## config.mk

```make
export PLATFORM = sky130hd
export DESIGN_NAME = branch_retire_tracker_flat
export DESIGN_NICKNAME = d
export VERILOG_FILES = /design/src/rtl/branch_retire_tracker_if.sv /design/src/rtl/branch_retire_tracker.sv /design/src/flat_wrapper.sv
export SDC_FILE = /design/constraint.sdc
export NUM_CORES = 1
export LEC_CHECK = 0
export BUFFER_PORTS_ARGS = -buffer_cell sky130_fd_sc_hd__buf_2
export CAP_MARGIN = 20
export CORE_MARGIN = 2
export CORE_UTILIZATION = 55
export DETAILED_ROUTE_END_ITERATION = 7
export PLACE_DENSITY = 0.8
export SETUP_SLACK_MARGIN = 0.4
export SKIP_CTS_REPAIR_TIMING = 1
export SYNTH_ARGS = -nofsm -noshare
export SYNTH_HDL_FRONTEND = slang
export SYNTH_SLANG_ARGS = --single-unit
```

## constraint.sdc

```tcl
create_clock -name clock -period 6.8 [get_ports clock]
set_clock_uncertainty 0.1 [all_clocks]
set_input_delay 0.68 -clock clock [delete_from_list [all_inputs] [get_ports clock]]
set_output_delay 0.68 -clock clock [all_outputs]
set_load 0.05 [all_outputs]
```

## src/rtl/branch_retire_tracker_if.sv

```systemverilog
// -----------------------------------------------------------------------------
// branch_retire_tracker_if
// Bundles the fetch / execute / ROB side of the branch retire tracker with the
// predictor update (rt_*) bus it produces.
//   master : the pipeline side (drives fetch alloc, execute resolve, ROB retire,
//            enable) and observes the tracker status and update bus.
//   slave  : the tracker itself.
// Signals:
//   enable                 global accept gate
//   fe_* / fe_alloc_ready / fe_alloc_tag     fetch-time allocation handshake
//   ex_*                   execute-stage resolution
//   rob_retire_branch / retire_ready         in-order retire handshake
//   rt_* / flush           one-cycle predictor update pulse and mispredict flush
//   count                  occupied entries
// -----------------------------------------------------------------------------
interface branch_retire_tracker_if #(
    parameter int BRQ_SIZE  = 8,
    parameter int OBQ_IDX_W = 5
);
    localparam int TAG_W = $clog2(BRQ_SIZE);
    localparam int CNT_W = TAG_W + 1;

    logic                 enable;
    logic                 fe_alloc_valid;
    logic                 fe_cond_branch;
    logic                 fe_direct_branch;
    logic [31:0]          fe_pc;
    logic                 fe_pred_taken;
    logic [31:0]          fe_pred_pc;
    logic [OBQ_IDX_W-1:0] fe_obq_index;
    logic                 fe_alloc_ready;
    logic [TAG_W-1:0]     fe_alloc_tag;
    logic                 ex_valid;
    logic [TAG_W-1:0]     ex_tag;
    logic                 ex_taken;
    logic [31:0]          ex_target;
    logic                 rob_retire_branch;
    logic                 retire_ready;
    logic                 rt_en_branch;
    logic                 rt_cond_branch;
    logic                 rt_direct_branch;
    logic                 rt_branch_taken;
    logic                 rt_prediction_correct;
    logic [31:0]          rt_pc;
    logic [31:0]          rt_calculated_pc;
    logic [OBQ_IDX_W-1:0] rt_branch_index;
    logic                 flush;
    logic [CNT_W-1:0]     count;

    modport master (
        output enable, fe_alloc_valid, fe_cond_branch, fe_direct_branch, fe_pc,
               fe_pred_taken, fe_pred_pc, fe_obq_index, ex_valid, ex_tag,
               ex_taken, ex_target, rob_retire_branch,
        input  fe_alloc_ready, fe_alloc_tag, retire_ready, rt_en_branch,
               rt_cond_branch, rt_direct_branch, rt_branch_taken,
               rt_prediction_correct, rt_pc, rt_calculated_pc, rt_branch_index,
               flush, count
    );

    modport slave (
        input  enable, fe_alloc_valid, fe_cond_branch, fe_direct_branch, fe_pc,
               fe_pred_taken, fe_pred_pc, fe_obq_index, ex_valid, ex_tag,
               ex_taken, ex_target, rob_retire_branch,
        output fe_alloc_ready, fe_alloc_tag, retire_ready, rt_en_branch,
               rt_cond_branch, rt_direct_branch, rt_branch_taken,
               rt_prediction_correct, rt_pc, rt_calculated_pc, rt_branch_index,
               flush, count
    );
endinterface

```

## src/rtl/branch_retire_tracker.sv

```systemverilog
// -----------------------------------------------------------------------------
// branch_retire_tracker
// Circular queue of in-flight predicted branches. Fetch allocates at the tail,
// execute records the actual outcome per entry, and the ROB retires the head
// in order. Each retire produces a one-cycle registered update on the rt_* bus
// for the predictor; a wrong prediction also raises flush and empties the
// whole queue, since every younger entry belongs to the squashed path.
// Ports:
//   clock  system clock
//   reset  synchronous, active-high
//   bus    branch_retire_tracker_if.slave (fetch/execute/ROB/update signals)
// -----------------------------------------------------------------------------
module branch_retire_tracker #(
    parameter int BRQ_SIZE  = 8,
    parameter int OBQ_SIZE  = 16,
    parameter int OBQ_IDX_W = $clog2(OBQ_SIZE) + 1
) (
    input logic                     clock,
    input logic                     reset,
    branch_retire_tracker_if.slave  bus
);
    localparam int TAG_W = $clog2(BRQ_SIZE);
    localparam int CNT_W = TAG_W + 1;

    typedef struct packed {
        logic                 cond;
        logic                 direct;
        logic [31:0]          pc;
        logic                 pred_taken;
        logic [31:0]          pred_pc;
        logic [OBQ_IDX_W-1:0] obq_index;
        logic                 ex_taken;
        logic [31:0]          ex_target;
    } entry_t;

    // Prediction is right only if the direction matches and, when taken,
    // the target matches too (a not-taken target is irrelevant).
    function automatic logic pred_correct(input entry_t e);
        return (e.ex_taken == e.pred_taken) &&
               (!e.ex_taken || (e.ex_target == e.pred_pc));
    endfunction

    // Architectural next PC of the branch.
    function automatic logic [31:0] calc_pc(input entry_t e);
        return e.ex_taken ? e.ex_target : (e.pc + 32'd4);
    endfunction

    entry_t               entry_q [BRQ_SIZE];
    logic [BRQ_SIZE-1:0]  valid_q;
    logic [BRQ_SIZE-1:0]  resolved_q;
    logic [TAG_W-1:0]     head_q;
    logic [TAG_W-1:0]     tail_q;
    logic [CNT_W-1:0]     count_q;

    logic                 rt_en_q;
    logic                 rt_cond_q;
    logic                 rt_direct_q;
    logic                 rt_taken_q;
    logic                 rt_correct_q;
    logic [31:0]          rt_pc_q;
    logic [31:0]          rt_calc_pc_q;
    logic [OBQ_IDX_W-1:0] rt_index_q;
    logic                 flush_q;

    entry_t               head_e_s;
    logic                 alloc_ready_s;
    logic                 retire_ready_s;
    logic                 alloc_fire_s;
    logic                 resolve_fire_s;
    logic                 retire_fire_s;
    logic                 mispredict_s;
    logic                 head_correct_s;
    logic [CNT_W-1:0]     count_d;

    // Accept conditions; retire_ready looks only at registered state so a
    // same-cycle resolve of the head is never bypassed into a retire.
    always_comb begin
        head_e_s       = entry_q[head_q];
        alloc_ready_s  = !reset && (count_q < CNT_W'(BRQ_SIZE));
        retire_ready_s = valid_q[head_q] && resolved_q[head_q];
        alloc_fire_s   = bus.enable && bus.fe_alloc_valid && alloc_ready_s;
        resolve_fire_s = bus.enable && bus.ex_valid &&
                         valid_q[bus.ex_tag] && !resolved_q[bus.ex_tag];
        retire_fire_s  = bus.enable && bus.rob_retire_branch && retire_ready_s;
        head_correct_s = pred_correct(head_e_s);
        mispredict_s   = retire_fire_s && !head_correct_s;
        count_d        = count_q + CNT_W'(alloc_fire_s) - CNT_W'(retire_fire_s);
    end

    // Entry payload; occupancy is tracked by valid/resolved so no reset here.
    // A flush drops any same-cycle alloc or resolve.
    always_ff @(posedge clock) begin
        if (!reset && !mispredict_s) begin
            if (alloc_fire_s) begin
                entry_q[tail_q] <= '{cond:       bus.fe_cond_branch,
                                     direct:     bus.fe_direct_branch,
                                     pc:         bus.fe_pc,
                                     pred_taken: bus.fe_pred_taken,
                                     pred_pc:    bus.fe_pred_pc,
                                     obq_index:  bus.fe_obq_index,
                                     ex_taken:   1'b0,
                                     ex_target:  32'd0};
            end
            // Tail slot is always invalid, so it never collides with a resolve.
            if (resolve_fire_s) begin
                entry_q[bus.ex_tag].ex_taken  <= bus.ex_taken;
                entry_q[bus.ex_tag].ex_target <= bus.ex_target;
            end
        end
    end

    // Queue control state and the registered predictor update bus.
    always_ff @(posedge clock) begin
        if (reset) begin
            valid_q      <= {BRQ_SIZE{1'b0}};
            resolved_q   <= {BRQ_SIZE{1'b0}};
            head_q       <= {TAG_W{1'b0}};
            tail_q       <= {TAG_W{1'b0}};
            count_q      <= {CNT_W{1'b0}};
            rt_en_q      <= 1'b0;
            rt_cond_q    <= 1'b0;
            rt_direct_q  <= 1'b0;
            rt_taken_q   <= 1'b0;
            rt_correct_q <= 1'b0;
            rt_pc_q      <= 32'd0;
            rt_calc_pc_q <= 32'd0;
            rt_index_q   <= {OBQ_IDX_W{1'b0}};
            flush_q      <= 1'b0;
        end else begin
            rt_en_q <= retire_fire_s;
            flush_q <= mispredict_s;
            // Data fields hold their value between pulses.
            if (retire_fire_s) begin
                rt_cond_q    <= head_e_s.cond;
                rt_direct_q  <= head_e_s.direct;
                rt_taken_q   <= head_e_s.ex_taken;
                rt_correct_q <= head_correct_s;
                rt_pc_q      <= head_e_s.pc;
                rt_calc_pc_q <= calc_pc(head_e_s);
                rt_index_q   <= head_e_s.obq_index;
            end

            if (mispredict_s) begin
                valid_q    <= {BRQ_SIZE{1'b0}};
                resolved_q <= {BRQ_SIZE{1'b0}};
                head_q     <= {TAG_W{1'b0}};
                tail_q     <= {TAG_W{1'b0}};
                count_q    <= {CNT_W{1'b0}};
            end else begin
                if (resolve_fire_s) begin
                    resolved_q[bus.ex_tag] <= 1'b1;
                end
                // Alloc (tail) and retire (head) never hit the same slot:
                // alloc needs a non-full queue, retire a non-empty one.
                if (alloc_fire_s) begin
                    valid_q[tail_q]    <= 1'b1;
                    resolved_q[tail_q] <= 1'b0;
                    tail_q             <= tail_q + TAG_W'(1);
                end
                if (retire_fire_s) begin
                    valid_q[head_q] <= 1'b0;
                    head_q          <= head_q + TAG_W'(1);
                end
                count_q <= count_d;
            end
        end
    end

    assign bus.fe_alloc_ready        = alloc_ready_s;
    assign bus.fe_alloc_tag          = reset ? {TAG_W{1'b0}} : tail_q;
    assign bus.retire_ready          = retire_ready_s;
    assign bus.count                 = count_q;
    assign bus.rt_en_branch          = rt_en_q;
    assign bus.rt_cond_branch        = rt_cond_q;
    assign bus.rt_direct_branch      = rt_direct_q;
    assign bus.rt_branch_taken       = rt_taken_q;
    assign bus.rt_prediction_correct = rt_correct_q;
    assign bus.rt_pc                 = rt_pc_q;
    assign bus.rt_calculated_pc      = rt_calc_pc_q;
    assign bus.rt_branch_index       = rt_index_q;
    assign bus.flush                 = flush_q;
endmodule

```

## src/flat_wrapper.sv

```systemverilog
// flat-port wrapper written by rule: the top's interface ports become plain ports
module branch_retire_tracker_flat 
#(
    parameter int BRQ_SIZE  = 8,
    parameter int OBQ_SIZE  = 16,
    parameter int OBQ_IDX_W = $clog2(OBQ_SIZE) + 1
)
  (clock, reset, bus_enable, bus_fe_alloc_valid, bus_fe_cond_branch, bus_fe_direct_branch, bus_fe_pc, bus_fe_pred_taken, bus_fe_pred_pc, bus_fe_obq_index, bus_ex_valid, bus_ex_tag, bus_ex_taken, bus_ex_target, bus_rob_retire_branch, bus_fe_alloc_ready, bus_fe_alloc_tag, bus_retire_ready, bus_rt_en_branch, bus_rt_cond_branch, bus_rt_direct_branch, bus_rt_branch_taken, bus_rt_prediction_correct, bus_rt_pc, bus_rt_calculated_pc, bus_rt_branch_index, bus_flush, bus_count);
  branch_retire_tracker_if #(.BRQ_SIZE(BRQ_SIZE), .OBQ_IDX_W(OBQ_IDX_W)) bus_i ();
  input logic clock;
  input logic reset;
  input wire logic [$bits(bus_i.enable)-1:0] bus_enable;
  input wire logic [$bits(bus_i.fe_alloc_valid)-1:0] bus_fe_alloc_valid;
  input wire logic [$bits(bus_i.fe_cond_branch)-1:0] bus_fe_cond_branch;
  input wire logic [$bits(bus_i.fe_direct_branch)-1:0] bus_fe_direct_branch;
  input wire logic [$bits(bus_i.fe_pc)-1:0] bus_fe_pc;
  input wire logic [$bits(bus_i.fe_pred_taken)-1:0] bus_fe_pred_taken;
  input wire logic [$bits(bus_i.fe_pred_pc)-1:0] bus_fe_pred_pc;
  input wire logic [$bits(bus_i.fe_obq_index)-1:0] bus_fe_obq_index;
  input wire logic [$bits(bus_i.ex_valid)-1:0] bus_ex_valid;
  input wire logic [$bits(bus_i.ex_tag)-1:0] bus_ex_tag;
  input wire logic [$bits(bus_i.ex_taken)-1:0] bus_ex_taken;
  input wire logic [$bits(bus_i.ex_target)-1:0] bus_ex_target;
  input wire logic [$bits(bus_i.rob_retire_branch)-1:0] bus_rob_retire_branch;
  output wire logic [$bits(bus_i.fe_alloc_ready)-1:0] bus_fe_alloc_ready;
  output wire logic [$bits(bus_i.fe_alloc_tag)-1:0] bus_fe_alloc_tag;
  output wire logic [$bits(bus_i.retire_ready)-1:0] bus_retire_ready;
  output wire logic [$bits(bus_i.rt_en_branch)-1:0] bus_rt_en_branch;
  output wire logic [$bits(bus_i.rt_cond_branch)-1:0] bus_rt_cond_branch;
  output wire logic [$bits(bus_i.rt_direct_branch)-1:0] bus_rt_direct_branch;
  output wire logic [$bits(bus_i.rt_branch_taken)-1:0] bus_rt_branch_taken;
  output wire logic [$bits(bus_i.rt_prediction_correct)-1:0] bus_rt_prediction_correct;
  output wire logic [$bits(bus_i.rt_pc)-1:0] bus_rt_pc;
  output wire logic [$bits(bus_i.rt_calculated_pc)-1:0] bus_rt_calculated_pc;
  output wire logic [$bits(bus_i.rt_branch_index)-1:0] bus_rt_branch_index;
  output wire logic [$bits(bus_i.flush)-1:0] bus_flush;
  output wire logic [$bits(bus_i.count)-1:0] bus_count;
  assign bus_i.enable = bus_enable;
  assign bus_i.fe_alloc_valid = bus_fe_alloc_valid;
  assign bus_i.fe_cond_branch = bus_fe_cond_branch;
  assign bus_i.fe_direct_branch = bus_fe_direct_branch;
  assign bus_i.fe_pc = bus_fe_pc;
  assign bus_i.fe_pred_taken = bus_fe_pred_taken;
  assign bus_i.fe_pred_pc = bus_fe_pred_pc;
  assign bus_i.fe_obq_index = bus_fe_obq_index;
  assign bus_i.ex_valid = bus_ex_valid;
  assign bus_i.ex_tag = bus_ex_tag;
  assign bus_i.ex_taken = bus_ex_taken;
  assign bus_i.ex_target = bus_ex_target;
  assign bus_i.rob_retire_branch = bus_rob_retire_branch;
  assign bus_fe_alloc_ready = bus_i.fe_alloc_ready;
  assign bus_fe_alloc_tag = bus_i.fe_alloc_tag;
  assign bus_retire_ready = bus_i.retire_ready;
  assign bus_rt_en_branch = bus_i.rt_en_branch;
  assign bus_rt_cond_branch = bus_i.rt_cond_branch;
  assign bus_rt_direct_branch = bus_i.rt_direct_branch;
  assign bus_rt_branch_taken = bus_i.rt_branch_taken;
  assign bus_rt_prediction_correct = bus_i.rt_prediction_correct;
  assign bus_rt_pc = bus_i.rt_pc;
  assign bus_rt_calculated_pc = bus_i.rt_calculated_pc;
  assign bus_rt_branch_index = bus_i.rt_branch_index;
  assign bus_flush = bus_i.flush;
  assign bus_count = bus_i.count;
  branch_retire_tracker #(.BRQ_SIZE(BRQ_SIZE), .OBQ_SIZE(OBQ_SIZE), .OBQ_IDX_W(OBQ_IDX_W)) u_core (.clock(clock), .reset(reset), .bus(bus_i));
endmodule
```

# ---- After elaboration in Yosys (flattened, before gate mapping)
# Memory sizes are Yosys's and may differ from the RTL's. A register that Yosys moved wholly into a read port is not among the register bits.
# Cells that the tools add are included.
dict set report word_totals {
  reg_bits 101
  mem_bits_rw 840
  output_inout_bits 84
  elab_cells 89
  n_memories 1
}
dict set report op_classes {
  n_addsub 5
  magnitude_cmp 7
  eq_ne 2
  muxes 32
  bitwise_logic 6
  reduce_logical 22
}
# memory depth word_bits read_ports rd_ports_with_merged_regs write_ports line
set mem_list {}
lappend mem_list {u_core.entry_q 8 105 1 1 2 branch_retire_tracker.sv:48} ;# entry_t entry_q [BRQ_SIZE];
# operator count
set op_table {}
lappend op_table {{$mux 8} 8}
lappend op_table {{$add 32x3->32 const B} 1}
lappend op_table {{$eq 32x32->1} 1}
lappend op_table {{$mux 32} 1}
lappend op_table {{$and 8x8->8} 2}
lappend op_table {{$not 8->8} 2}
lappend op_table {{$or 8x8->8} 2}
lappend op_table {{$logic_and 1x1->1} 15}
lappend op_table {{$mux 1} 13}
lappend op_table {{$bmux 1 s3} 4}
lappend op_table {{$lt 3x4->1 const B} 3}
lappend op_table {{$demux 1 s3} 3}
lappend op_table {{$ge 3x1->1 const B} 3}
lappend op_table {{$mux 3} 3}
lappend op_table {{$add 3x1->3 const B} 2}
lappend op_table {{$logic_not 1->1} 5}
lappend op_table {{$add 4x1->4} 1}
lappend op_table {{$lt 4x4->1 const B} 1}
lappend op_table {{$sub 4x1->4} 1}
lappend op_table {{$reduce_or 2->1} 1}
lappend op_table {{$eq 1x1->1} 1}
lappend op_table {{$logic_or 1x1->1} 1}

# ---- Longest topological paths before layout
# Gate-level depths: netlist of the first run.
dict set report depth {
  depth_word 10
  ltp_mapped 15
}

# ---- Worst setup path before layout of the first run
# No wires, ideal clock.
dict set report synth_timing {
  path_type {register to register}
  from {reg (tool-made name)}
  to {mem u_core.entry_q[7][100] (netlist bit) (enable)}
  t_arrival_ns 5.813
  required_time_ns 6.197
  setup_slack_ns 0.384
  stages_incl_launch_ff 14
  n_path_buf 5
  path_cell_list {dfxtp_1 -> buf_6 -> buf_6 -> mux4_1 -> mux2i_1 -> xor2_1 -> or4_1 -> nor4_1 -> nor4b_2 -> a21oi_2 -> buf_6 -> buf_6 -> buf_6 -> nor2_1}
}
# item line
set synth_rtl {}
lappend synth_rtl {{to (decl)} branch_retire_tracker.sv:48}

==> results of run 1 <==
==> sequential cells by signal, summed over array words and instances (netlist names), named ones only <==
signal                            count
u_core.bus.rt_direct_branch           1
u_core.valid_q                        8
u_core.bus.rt_calculated_pc          32
u_core.resolved_q                     8
u_core.bus.rt_pc                     32
u_core.bus.rt_branch_taken            1
u_core.bus.rt_en_branch               1
u_core.head_q                         3
u_core.bus.flush                      1
u_core.tail_q                         3
u_core.entry_q                      840
u_core.bus.rt_branch_index            5
u_core.bus.rt_cond_branch             1
u_core.bus.rt_prediction_correct      1
u_core.bus.count                      4
==> critical path, cell delays in order, from the launching register on <==
cell	delay (ns)
dfxtp_4	0.79
buf_4	0.58
mux4_2	0.38
mux2i_1	0.61
xnor2_1	0.27
o41ai_1	0.15
nor4_1	0.10
nor4b_2	0.19
a21oi_4	0.85
buf_12	0.54
nor3b_1	0.19
==> cells in the mapped netlist (all sizes together), types with 5 or more instances <==
cell type  count
mux4         176
o211ai         9
mux2          14
ha             7
o21ai         23
nor4          20
nand2         84
and3           6
or3           10
a311oi         7
or4            5
xnor2         87
clkbuf        61
inv           15
nor3          55
a221oi         6
nor2         111
a211oi        49
o22ai         12
a22oi         10
edfxtp       840
mux2i        110
dfxtp        104
nor3b        269
a31oi         14
a21oi         38
xor2          66
nand3         20
nand4          7
nor2b          9
buf          105
==> kinds of logic after synthesis <==
| logic type | after synthesis |
|---|---|
| xor gates and xnor gates | 153 |
| buffers and inverters | 181 |
| AOI/OAI and AO/OA | 186 |
| muxes | 300 |
| and+or+nand+nor | 613 |
| adders and majority gates | 8 |
| DFF | 944 |
==> power groups by stage <==
stage	combinational, W	clock (W)	sequential [W]
6_report	0.000308	0.00511	0.00633
5_1_grt	0.000325	0.00536	0.00633
4_1_cts	0.000303	0.00514	0.00633
3_5_place_dp	0.000301	0	0.00645
3_3_place_gp	0.000287	0	0.00645
2_1_floorplan	0.000142	0	0.00646
==> metrics by stage <==
| stage | power (W) | std cells | worst slack, ns |
|---|---|---|---|
| floorplan | 0.00660 | 2385 | 0.384 |
| global placement | 0.00674 | 3439 | 1.38 |
| detailed placement | 0.00676 | 3440 | 1.44 |
| CTS | 0.0118 | 3609 | 1.40 |
| global route | 0.0120 | 3616 | 0.992 |
| finish | 0.0117 | 3622 | 1.10 |
==> metal layers <==
metal / share of wire / vias to the layer above / wire length (um)
met5: 0.00095 / - / 99
met4: 0.037 / 16 / 3830
met3: 0.11 / 262 / 11600
met2: 0.48 / 1555 / 49700
met1: 0.37 / 12000 / 38600
li1: - / 9834 / -
==> how the worst min path moves through the flow <==
stage | end | slack [ns] | from | cells after the start
after floorplan | u_core.valid_q[3]$_SDFF_PP0_ | 0.39 | u_core.valid_q[3]$_SDFF_PP0_ | 2
after global placement | u_core.bus.rt_calculated_pc[3]$_SDFFE_PP0P_ | 0.35 | u_core.bus.rt_calculated_pc[3]$_SDFFE_PP0P_ | 2
after detailed placement | u_core.bus.rt_calculated_pc[3]$_SDFFE_PP0P_ | 0.35 | u_core.bus.rt_calculated_pc[3]$_SDFFE_PP0P_ | 2
after CTS | u_core.entry_q[6][85]$_DFFE_PP_ | 0.16 | bus_fe_pc[14] | 1
after global routing | u_core.entry_q[4][75]$_DFFE_PP_ | 0.18 | bus_fe_pc[4] | 1
final | u_core.entry_q[1][85]$_DFFE_PP_ | 0.19 | bus_fe_pc[14] | 1
==> final cells by class <==
class	instances	area, um^2	share of cell area
Antenna cell	12	30.0	0.000663
Sequential cell	944	27300	0.603
Inverter	15	58.8	0.00130
Tap cell	959	1200	0.0265
Multi-Input combinational cell	1260	12000	0.264
Clock inverter	45	434	0.00959
Clock buffer	124	2600	0.0574
Timing Repair Buffer	263	1690	0.0373
==> results.json, run 1 <==
{
  "hold_violations": 0,
  "criticalPathCategory": "reg -> reg",
  "reg2regPathDepth": 10,
  "fill_cells": 5037,
  "end_kind": "flop",
  "die_h_um": 275,
  "ant_nets": 0,
  "design_area_um2": 45300,
  "final_common_cell": "edfxtp_1",
  "synthToLayoutAreaGrowth_pct": 12.3,
  "synth-compound-area-share": 0.0314,
  "port_buffers": 197,
  "track_usage": 0.274,
  "antenna_found_initial": 20,
  "p_leak_nw": 15.0,
  "drtPass1Iterations": 6,
  "relSlewSlack": -0.00925,
  "syn_nets": 2507,
  "first_iter_violations": 3433,
  "yosysUniqueCellTypes": 63,
  "clk_pin_slew_ns": 0.06,
  "outcome": "finished with violations",
  "final.period_utilization": 0.838,
  "drive_gt1_frac": 0.233,
  "internal_power_w": 0.00938,
  "synth-simple-area-share": 0.0926,
  "start_kind": "flop",
  "synth_cells": 2385,
  "start_util": 0.554,
  "critPathMaxFanout": 260,
  "remaining_drc_errors": 0,
  "yosys.area.top_type_share": 0.625,
  "setup_tns_ns": 0,
  "drt-wirelength-per-cell_um": 28.7,
  "post-route-util": 0.622,
  "grt_max_degree": 261,
  "placed_area_um2": 42200,
  "synth_area_um2": 40300,
  "yosysSeqAreaShare": 0.677,
  "irDropWorstVdd_v": 0.000269,
  "rsz0062_at_grt": "no",
  "synthXorXnorAreaFrac": 0.0332,
  "grtUsageMet1": 0.372,
  "async_reset_ff_frac": 0,
  "insertion_delay_ns": 0.66,
  "yosys_most_used_dff": "edfxtp_1",
  "synthAdderAreaFrac": 0.00267,
  "max_freq_mhz": 176,
  "reg2reg_setup_slack_ns": 1.10,
  "synth_edf_count": 840,
  "std_cell_rows": 99,
  "required_ns": 7.03,
  "p_seq_frac": 0.539,
  "grt-ovfl-total": 0,
  "mostFrequentLayoutCells": "840 x edfxtp_1, 268 x nor3b_1, 196 x buf_2",
  "die_w_um": 275,
  "nets": 2698,
  "synth_top_family_by_area": "multiplexers",
  "cts_buffers": 92,
  "cts_tree": "built",
  "whs_ns": 0.187,
  "die_area_um2": 75500,
  "dpl.hpwl_um": 62200,
  "synth_top_cell_by_area": "edfxtp_1",
  "use_met3": 0.0597,
  "comb_power_share": 0.026,
  "clk_path_buf_depth": 3,
  "top_usage_layer": "met2",
  "violations": "slew limit",
  "setup_viol": 0,
  "core_um2": 72800,
  "yosys_warnings": 0,
  "routed_wirelength_um": 104000,
  "vias": 23700,
  "cp_data_arrival_time_ns": 5.93,
  "min_path_type": "in -> reg",
  "ys_top_cells_by_area": "edfxtp_1 63%, mux4_2 8.5%, dfxtp_1 5.2%, nor3b_1 5.0%, mux2i_1 2.7%",
  "p_sw_w": 0.00236,
  "maxSlewViolCount": 44,
  "syn-mean-instance-area_um2": 16.9,
  "gp_congestion": 0.894,
  "synth_mux_area_frac": 0.132,
  "ioPinCount": 198,
  "clockRootBuffer": "clkbuf_16",
  "first_global_vias": 23700,
  "r2r-end": "u_core.entry_q[2][14]$_DFFE_PP_",
  "cts.sinks": 944,
  "maxCapViolations": 0,
  "h-tree-depth": 3,
  "grt_pass1_wl_um": 152000,
  "layout_min_cycle_time_ns": 5.70,
  "setup.worst_path.end": "u_core.entry_q[2][14]$_DFFE_PP_",
  "tightest_slew_ns": 1.51,
  "ys_ff_latch": 944,
  "via_per_inst": 6.54,
  "power_frac_clock": 0.435,
  "power_density_nw_per_um2": 259,
  "netSwitchingFraction": 0.201,
  "met2_usage": 0.440
}
No activity file was read; power rests on OpenSTA's default activity.
==> run 2, diff against run 1 <==
Clock period 6.8 ns to 4.73 ns, I/O delays scaled along.
==> results.json, run 2 (same netlist as run 1, synthesis figures left out) <==
{
  "cp_data_arrival_time_ns": 4.76,
  "max_stage_delay_ns": 0.60,
  "min_path_type": "in -> reg",
  "cts_tree": "built",
  "maxCapViolations": 0,
  "internal_power_w": 0.0138,
  "finalNonFillerCells": 3748,
  "drtPass1Iterations": 8,
  "outcome": "complete, no violations",
  "top_usage_layer": "met2",
  "crit_top_cell": "buf_4",
  "regMostFlops": "u_core.entry_q",
  "start_kind": "flop",
  "end_kind": "flop",
  "rsz0062_at_grt": "no",
  "cts_buffers": 94,
  "remaining_drc_errors": 0,
  "clockRootBuffer": "clkbuf_16",
  "final.period_utilization": 0.932,
  "criticalPathCategory": "reg -> reg",
  "drive_gt1_frac": 0.263,
  "met2_usage": 0.461,
  "largest_reg_flops": 840,
  "vias": 24300,
  "hold_violations": 0,
  "std_cell_rows": 99,
  "start_util": 0.554,
  "p_leak_nw": 15.8,
  "cp_cell_sequence": "inv_2, buf_4, mux2i_1, xnor2_1, o21ai_0, nor4_4, nor4b_4, a21oi_4, buf_4, buf_12, nor3b_1",
  "p_sw_w": 0.00355,
  "grt-ovfl-total": 0,
  "power_frac_clock": 0.445,
  "port_buffers": 197,
  "ioPinCount": 198,
  "placed_cells_incl_taps": 3531,
  "power_density_nw_per_um2": 368,
  "first_global_vias": 24300,
  "via_per_inst": 6.48,
  "comb_power_share": 0.030,
  "layout_min_cycle_time_ns": 4.41,
  "irDropWorstVdd_v": 0.000286,
  "final_common_cell": "edfxtp_1",
  "grt_max_degree": 111,
  "track_usage": 0.288,
  "tightest_slew_ns": 0.929,
  "routed_wirelength_um": 109000,
  "clk_pin_slew_ns": 0.06,
  "h-tree-depth": 3,
  "ant_nets": 0,
  "die_h_um": 275,
  "crit_path_top_delay_cell": "mux2i_1",
  "insertion_delay_ns": 0.67,
  "first_iter_violations": 3414,
  "grtUsageMet1": 0.383,
  "mostFrequentLayoutCells": "840 x edfxtp_1, 268 x nor3b_1, 196 x buf_2",
  "setup_viol": 0,
  "die_w_um": 275,
  "reg2reg_setup_slack_ns": 0.32,
  "relSlewSlack": 0.381,
  "use_met3": 0.0721,
  "p_seq_frac": 0.525,
  "critPathMaxFanout": 110,
  "die_area_um2": 75500,
  "required_ns": 5.08,
  "maxSlewViolCount": 0,
  "netSwitchingFraction": 0.205,
  "cts.sinks": 944,
  "max_freq_mhz": 227,
  "whs_ns": 0.00628,
  "antenna_found_initial": 17,
  "core_um2": 72800,
  "synthToLayoutAreaGrowth_pct": 16.7,
  "drt-wirelength-per-cell_um": 29.2,
  "grt_pass1_wl_um": 158000,
  "clk_path_buf_depth": 3,
  "dpl.hpwl_um": 69000,
  "nets": 2825,
  "gp_congestion": 0.886
}
## run 2: stage by stage
stage / TNS [ns] / cell area (um^2) / power [W] / worst slack (ns) / util
global placement: 0 / 43400 / 0.00974 / 0.251 / 0.596
finish: 0 / 47100 / 0.0173 / 0.319 / 0.646
floorplan: -14.68 / 40400 / 0.00949 / -0.0741 / -
CTS: -0.0537 / 46600 / 0.0174 / -0.0513 / 0.640
global route: 0 / 47100 / 0.0177 / 0.159 / 0.646
detailed placement: 0 / 43400 / 0.00976 / 0.0239 / 0.596
## run 2: power groups by stage
stage	clock (W)	sequential, W	combinational (W)
floorplan	0	0.00929	0.000204
global placement	0	0.00928	0.000460
detailed placement	0	0.00928	0.000479
CTS	0.00777	0.00910	0.000483
global route	0.00808	0.00910	0.000541
finish	0.00772	0.00910	0.000515
## run 2: routing by layer
layer  vias to the layer above  wire, um
li1                      10100         -
met3                       278     12600
met1                     12300     40000
met4                        14      3980
met5                         -        86
met2                      1594     52800
## run 2: final timing paths
kind	cells after the start	startpoint	to
worst min register to register	2	u_core.bus.rt_calculated_pc[1]$_SDFFE_PP0P_	u_core.bus.rt_calculated_pc[1]$_SDFFE_PP0P_
worst max-delay path	11	flop	u_core.entry_q[6][13]$_DFFE_PP_
worst min-delay path	1	bus_fe_pred_pc[2]	u_core.entry_q[1][40]$_DFFE_PP_
worst max register to register	11	flop	u_core.entry_q[6][13]$_DFFE_PP_
## run 2: final cells by class
| cell class | instances | area (um^2) |
|---|---|---|
| sequential | 944 | 27300 |
| fill | 4780 | 25800 |
| multi-input combinational | 1260 | 12000 |
| timing repair buffer | 388 | 3260 |
| clock buffer | 117 | 2550 |
| tap | 959 | 1200 |
| clock inverter | 56 | 642 |
| inverter | 15 | 61.3 |
| antenna | 9 | 22.5 |
## run 2: worst max-delay path, delay by kind of cell, from the launching register on
family	cells	cell delay, ns
compound gates	2	0.32
mux	1	0.60
xor+xnor	1	0.18
flops	1	0.49
buf+inv	4	1.25
simple gates	3	1.11
